`config.mk`:
```
export PLATFORM = sky130hd
export DESIGN_NAME = psum_accumulator
export DESIGN_NICKNAME = d
export VERILOG_FILES = /design/src/rtl/psum_pkg.sv /design/src/rtl/psum_requant.sv /design/src/rtl/psum_accumulator.sv
export SDC_FILE = /design/constraint.sdc
export NUM_CORES = 1
export LEC_CHECK = 0
export BUFFER_PORTS_ARGS = -buffer_cell sky130_fd_sc_hd__buf_4
export CORE_MARGIN = 2
export CORE_UTILIZATION = 30
export DETAILED_ROUTE_END_ITERATION = 12
export GPL_TIMING_DRIVEN = 0
export MAX_ROUTING_LAYER = met4
export SLEW_MARGIN = 15
export SYNTH_ARGS = -nofsm -noshare
export SYNTH_HDL_FRONTEND = slang
export SYNTH_SLANG_ARGS = --single-unit
```
`constraint.sdc`:
```
create_clock -name clk -period 16.25 [get_ports clk]
set_clock_uncertainty 0.1 [all_clocks]
set_input_delay 1.625 -clock clk [delete_from_list [all_inputs] [get_ports clk]]
set_output_delay 1.625 -clock clk [all_outputs]
set_load 0.03 [all_outputs]
```
`src/rtl/psum_pkg.sv`:
```
// rtl/psum_pkg.sv - shared state encoding and default widths for the psum accumulator
package psum_pkg;

  localparam int ACC_W_DEFAULT = 40;

  typedef enum logic [1:0] {
    ST_ACC = 2'd0,
    ST_FIN = 2'd1,
    ST_OUT = 2'd2
  } state_t;

endpackage

```
`src/rtl/psum_requant.sv`:
```
// rtl/psum_requant.sv - round half up, arithmetic shift, optional relu, saturate to WIDTH
module psum_requant
  import psum_pkg::*;
#(
  parameter int WIDTH = 16,
  parameter int ACC_W = ACC_W_DEFAULT
) (
  input  logic signed [ACC_W-1:0] acc,
  input  logic        [4:0]       shift,
  input  logic                    relu_en,
  output logic signed [WIDTH-1:0] data,
  output logic                    sat
);

  // One guard bit so the rounding increment cannot wrap a near-full accumulator.
  localparam logic signed [ACC_W:0] MAX_V =
    $signed({{(ACC_W + 1 - WIDTH){1'b0}}, 1'b0, {(WIDTH - 1){1'b1}}});
  localparam logic signed [ACC_W:0] MIN_V =
    $signed({{(ACC_W + 1 - WIDTH){1'b1}}, 1'b1, {(WIDTH - 1){1'b0}}});

  logic        [ACC_W:0] rnd_add;
  logic signed [ACC_W:0] rnd;
  logic signed [ACC_W:0] shf;
  logic signed [ACC_W:0] clip;

  always_comb begin
    rnd_add = '0;
    if (shift != 5'd0) begin
      rnd_add = {{ACC_W{1'b0}}, 1'b1} << (shift - 5'd1);
    end
    rnd = $signed({acc[ACC_W-1], acc} + rnd_add);
    shf = rnd >>> shift;
    if (relu_en && shf[ACC_W]) begin
      shf = '0;
    end
    clip = shf;
    sat  = 1'b0;
    if (shf > MAX_V) begin
      clip = MAX_V;
      sat  = 1'b1;
    end else if (shf < MIN_V) begin
      clip = MIN_V;
      sat  = 1'b1;
    end
    data = clip[WIDTH-1:0];
  end

endmodule

```
`src/rtl/psum_accumulator.sv`:
```
// rtl/psum_accumulator.sv - multi-beat partial-sum accumulator with bias and requantised output
module psum_accumulator
  import psum_pkg::*;
#(
  parameter int WIDTH = 16,
  parameter int ACC_W = ACC_W_DEFAULT,
  parameter int CNT_W = 8
) (
  input  logic                      clk,
  input  logic                      rst,
  input  logic                      in_valid,
  output logic                      in_ready,
  input  logic signed [2*WIDTH-1:0] in_sum,
  input  logic                      in_last,
  input  logic signed [2*WIDTH-1:0] bias,
  input  logic        [4:0]         shift,
  input  logic                      relu_en,
  output logic                      out_valid,
  input  logic                      out_ready,
  output logic signed [WIDTH-1:0]   out_data,
  output logic                      out_sat,
  output logic        [CNT_W-1:0]   beat_cnt
);

  state_t                   state;
  logic signed [ACC_W-1:0]  acc;
  logic signed [ACC_W-1:0]  sum_ext;
  logic signed [ACC_W-1:0]  bias_ext;
  logic signed [ACC_W-1:0]  base;
  logic                     first;
  logic        [4:0]        shift_q;
  logic                     relu_q;
  logic signed [WIDTH-1:0]  rq_data;
  logic                     rq_sat;
  logic                     accept;

  assign sum_ext  = {{(ACC_W - 2*WIDTH){in_sum[2*WIDTH-1]}}, in_sum};
  assign bias_ext = {{(ACC_W - 2*WIDTH){bias[2*WIDTH-1]}}, bias};
  assign base     = first ? bias_ext : acc;
  assign in_ready = (state == ST_ACC) && !rst;
  assign accept   = in_valid && in_ready;

  psum_requant #(
    .WIDTH (WIDTH),
    .ACC_W (ACC_W)
  ) u_requant (
    .acc     (acc),
    .shift   (shift_q),
    .relu_en (relu_q),
    .data    (rq_data),
    .sat     (rq_sat)
  );

  always_ff @(posedge clk) begin
    if (rst) begin
      state     <= ST_ACC;
      acc       <= '0;
      beat_cnt  <= '0;
      first     <= 1'b1;
      out_valid <= 1'b0;
      out_data  <= '0;
      out_sat   <= 1'b0;
      shift_q   <= '0;
      relu_q    <= 1'b0;
    end else begin
      case (state)
        ST_ACC: begin
          if (accept) begin
            acc      <= base + sum_ext;
            beat_cnt <= first ? CNT_W'(1) : beat_cnt + CNT_W'(1);
            first    <= 1'b0;
            if (in_last) begin
              shift_q <= shift;
              relu_q  <= relu_en;
              state   <= ST_FIN;
            end
          end
        end
        ST_FIN: begin
          out_data <= rq_data;
          out_sat  <= rq_sat;
          state    <= ST_OUT;
        end
        ST_OUT: begin
          // Result registers settle one cycle before out_valid is raised.
          if (!out_valid) begin
            out_valid <= 1'b1;
          end else if (out_ready) begin
            out_valid <= 1'b0;
            first     <= 1'b1;
            state     <= ST_ACC;
          end
        end
        default: state <= ST_ACC;
      endcase
    end
  end

endmodule

```
==> implementation parameters <==
Parameter                              Value

Timing
  Final setup viols ... 0
  Worst setup slack after layout ... approximately 7.9 ns
  Total negative slack for setup checks ... 0 ns
  Min Clock Period, post-route ... about 8.4 ns
  Timing-limited maximum frequency ... around 120 MHz
  Final cycle utilization of the critical path ... 0.516
  Number of max-slew violations in the final report ... 0
  Worst-Margin Slew ... ~1.0 ns
  Headroom to the max-slew limit ... 0.289
  Final hold violation count ... 0
  Unrepaired setup endpoints after global routing ... false

Worst setup path
  Capturing element type of the critical path ... register
  Element type at the critical path start ... register
  Timing startpoint of the critical path ... shift_q[1]
  Highest net fanout along the worst path ... 10
  Path depth of the worst reg2reg path ... 22
  Register-to-register setup slack ... 7.86 ns
  End of the worst register-to-register path ... out_data[4]
  WP data required ... between 15 and 20 ns
  Series of cell instances along the critical path ... clkbuf_1 -> clkbuf_1 -> clkbuf_1 -> clkbuf_1 -> nand2_1 -> nor3_1 -> ha_1 -> a21oi_1 -> nor3b_4 -> a2111oi_4 -> nor3_1 -> o21ai_1 -> a2111oi_0 -> a311oi_1 -> o21a_1 -> a21oi_1 -> a21boi_0 -> or4_1 -> o32ai_2 -> a211oi_2 -> buf_6 -> a221o_1
  Beginning of the worst register-to-register path ... shift_q[1]
  CP most frequent cell ... sky130_fd_sc_hd__clkbuf_1
  Delay of the slowest cell on the worst path ... 0.89 ns
  Slowest cell on the critical path ... sky130_fd_sc_hd__a2111oi_0
  Data arrival time of the critical path ... 8.54 ns
  End point of the critical path ... out_data[4]
  Type of the worst setup path ... register to register

Final layout
  Antenna diode instance count ... 0
  Final net count ... 1790
  Util after Layout ... 0.348
  Final standard cell count with taps included and fillers excluded ... 2114
  Number of fill cells ... between 3000 and 4000
  Post-route cell area ... approximately 0.013 sq mm
  Growth of design area from synthesis to finish ... 14.8%
  Fraction of layout instances using a drive strength above 1 ... 0.145

GRT
  Congestion Overflow GR ... 0
  Total track usage ... 0.236
  Number of antenna violations at the first check in global routing ... 0
  Vias in the first global route ... 11960
  Wire length of the first global-routing pass ... a little under 70 mm
  Maximum number of pins on one net before global-route repair ... 16

Status
  Run status ... finished clean

Placed design
  Pre-CTS WS ... just over 8 ns
  RePlAce Congestion ... 0.995
  Port bufs ... between 100 and 150
  Total instance count after detailed placement ... around 2100
  Post-place instance area ... between 0.01 and 0.015 sq mm
  Post-detail-place hpwl ... about 36 mm

CTS
  Setup bufs post-CTS ... 0
  Root cell of the clock tree ... sky130_fd_sc_hd__clkbuf_16
  CTS-repair resized insts ... 0
  Count of H-tree levels built during CTS ... 3
  Clock insertion delay at the later pin of the skew report ... 0.36 ns
  Number of buffers created by CTS ... 9
  Worst-case clock buffer depth ... 2
  Post-CTS clock slew at the launch and capture registers of the worst setup and hold paths ... 0.07 ns
  Hold buffers post-CTS ... 0
  Count of clock tree sinks ... 75
  TritonCTS clock tree ... done

Route
  Average routed wire per standard cell ... 21.0 um
  Number of nets with antenna violations after detailed routing ... 0
  Total wire length after detailed routing ... ~44 mm
  Number of detailed-routing iterations run before antenna repair ... 6
  Count of routing violations after the opening detailed-route iteration ... ~1200
  Vias/cell ... 5.92
  Residual DRC ... 0
  Total via count in the routed design ... 12505

Synthesis
  Post-Synth Adder-Cell Area ... 0.0855
  Mean Syn Cell Area ... around 7.2 sq um
  Synth Warn # ... 0
  Synthesized area ... approximately 0.011 sq mm
  Number of flops mapped to enable cells by yosys ... 0
  Leading cell type by number of instances after synthesis ... sky130_fd_sc_hd__nand2_1
  Area fraction of the dominant cell type after synthesis ... 0.136
  Xor and xnor area share after synthesis ... 0.0517
  Dominant combinational cell family by area after synthesis ... compound AO/OA/AOI/OAI gates
  Compound-Gate Fraction of Synth Area ... 0.343
  Syn Nets ... approximately 1700
  Multiplexer share of the synthesized area ... 0.0832
  Main synth FF type ... sky130_fd_sc_hd__dfxtp_1
  Top post-synthesis cells by area ... sky130_fd_sc_hd__dfxtp_1, sky130_fd_sc_hd__ha_1, sky130_fd_sc_hd__nand2_1
  Part of the Yosys area used for sequential elements ... 0.136
  Simple-gate share of the synthesized area ... 0.247
  Synth top cells by count ... sky130_fd_sc_hd__nand2_1, sky130_fd_sc_hd__nor2_1, sky130_fd_sc_hd__a21oi_1, sky130_fd_sc_hd__o21ai_0, sky130_fd_sc_hd__dfxtp_1
  Synth area leader ... sky130_fd_sc_hd__dfxtp_1
  Asr flop ratio synth ... 0
  Cell count after synthesis ... ~1500
  Yosys cell types ... between 100 and 150
  Count of state elements after synthesis ... 75

Pwr
  Worst IR drop on VDD ... between 0.05 and 0.06 mV
  Pwr Density ... 76.0 mW/mm^2
  Leakage Power ... roughly 5.1 nW

Run
  Max-capacitance violation count ... 0

Floorplanning
  Horizontal extent of the die ... 196 um
  Core Area ... around 0.036 sq mm
  Die Footprint ... between 0.03 and 0.04 sq mm
  I/O Pins ... just over 100
  Num rows ... 70
  Initial core utilization ... 0.303
  Die outline height ... 196 um

Min path
  Hold crit path type ... register to register
cells by family after synthesis:
kind of cell,count (synthesis)
XOR/XNOR,65
buffers and inverters,145
flip-flops,75
other,1
AO/OA/AOI/OAI,536
multiplexers,76
adder cells (fa/ha/maj),74
AND/OR/NAND/NOR,557
placed cells by master, fill, tap and decap left out, types with 9 or more instances in the layout:
master and instances:
sky130_fd_sc_hd__nand2_1 163, sky130_fd_sc_hd__nor2_1 158, sky130_fd_sc_hd__o21ai_0 110, sky130_fd_sc_hd__a21oi_1 110, sky130_fd_sc_hd__buf_4 104, sky130_fd_sc_hd__dfxtp_1 75, sky130_fd_sc_hd__ha_1 72, sky130_fd_sc_hd__clkbuf_1 68
sky130_fd_sc_hd__mux2_2 44, sky130_fd_sc_hd__nor3_1 44, sky130_fd_sc_hd__inv_1 41, sky130_fd_sc_hd__xnor2_1 40, sky130_fd_sc_hd__a21o_1 39, sky130_fd_sc_hd__nand3_1 37, sky130_fd_sc_hd__a211oi_1 27, sky130_fd_sc_hd__o21a_1 25
sky130_fd_sc_hd__xor2_1 25, sky130_fd_sc_hd__nand3b_1 25, sky130_fd_sc_hd__mux2i_1 24, sky130_fd_sc_hd__or3_1 20, sky130_fd_sc_hd__nand4_1 19, sky130_fd_sc_hd__o211ai_1 19, sky130_fd_sc_hd__a221o_1 19, sky130_fd_sc_hd__a31oi_1 18
sky130_fd_sc_hd__buf_2 16, sky130_fd_sc_hd__o21ai_1 16, sky130_fd_sc_hd__and3_1 16, sky130_fd_sc_hd__nor2b_1 12, sky130_fd_sc_hd__o31ai_1 12, sky130_fd_sc_hd__o21bai_1 12, sky130_fd_sc_hd__buf_1 11, sky130_fd_sc_hd__nand2b_1 9
sky130_fd_sc_hd__nor4_1 9, sky130_fd_sc_hd__a2111oi_0 9, sky130_fd_sc_hd__a311oi_1 9, sky130_fd_sc_hd__o2111ai_1 9, sky130_fd_sc_hd__clkbuf_16 9
metrics by stage:
step | total power (W) | hold WS (ns)
global placement | 0.000748 | 0.372
finish | 0.000961 | 0.389
detailed placement | 0.000750 | 0.376
CTS | 0.000956 | 0.388
global route | 0.00102 | 0.406
floorplan | 0.000599 | 0.347
worst min-delay path by stage:
stage,from,end,cells past startpoint
after floorplan,acc[3],acc[3],2
after global placement,acc[0],acc[0],2
after detailed placement,acc[3],acc[3],2
after CTS,acc[3],acc[3],2
after global routing,out_data[14],out_data[14],1
final,acc[3],acc[3],2
registers in the layout, indices dropped and copies added, names as in the netlist:
register and flops:
out_valid 1, shift_q 5, first 1, beat_cnt 8, out_sat 1, relu_q 1
out_data 16, state 2, acc 40
layer usage:
| metal | track usage | part of all wire |
|---|---|---|
| met4 | 0.104 | 0.042 |
| met3 | 0.0354 | 0.058 |
| met1 | 0.290 | 0.44 |
| met5 | - | 0 |
| met2 | 0.383 | 0.46 |
critical path: cells and delay by family, from the launching register on:
| family | cells | cell delay (ns) |
|---|---|---|
| compound gates | 11 | 2.93 |
| simple gates | 5 | 2.46 |
| buf+inv | 5 | 2.11 |
| flops | 1 | 0.37 |
| fa+ha+maj | 1 | 0.31 |
where the power goes:
part,internal [W],total [W],switching [W]
clock,0.000106,0.000203,0.0000967
combinational,0.000208,0.000531,0.000323
sequential,0.000206,0.000226,0.0000195
total,0.000521,0.000961,0.000440
final cells by class:
cell class                 count  area, sq um  share of cell area
sequential                    75         1500               0.119
timing repair buffer         101          758              0.0600
clock buffer                   9          225              0.0178
tap                          468          586              0.0464
clock inverter                 7         61.3             0.00485
multi-input combinational   1309         8920               0.706
buffer                        99          410              0.0325
inverter                      46          173              0.0137
No activity file was read; power rests on OpenSTA's default activity.
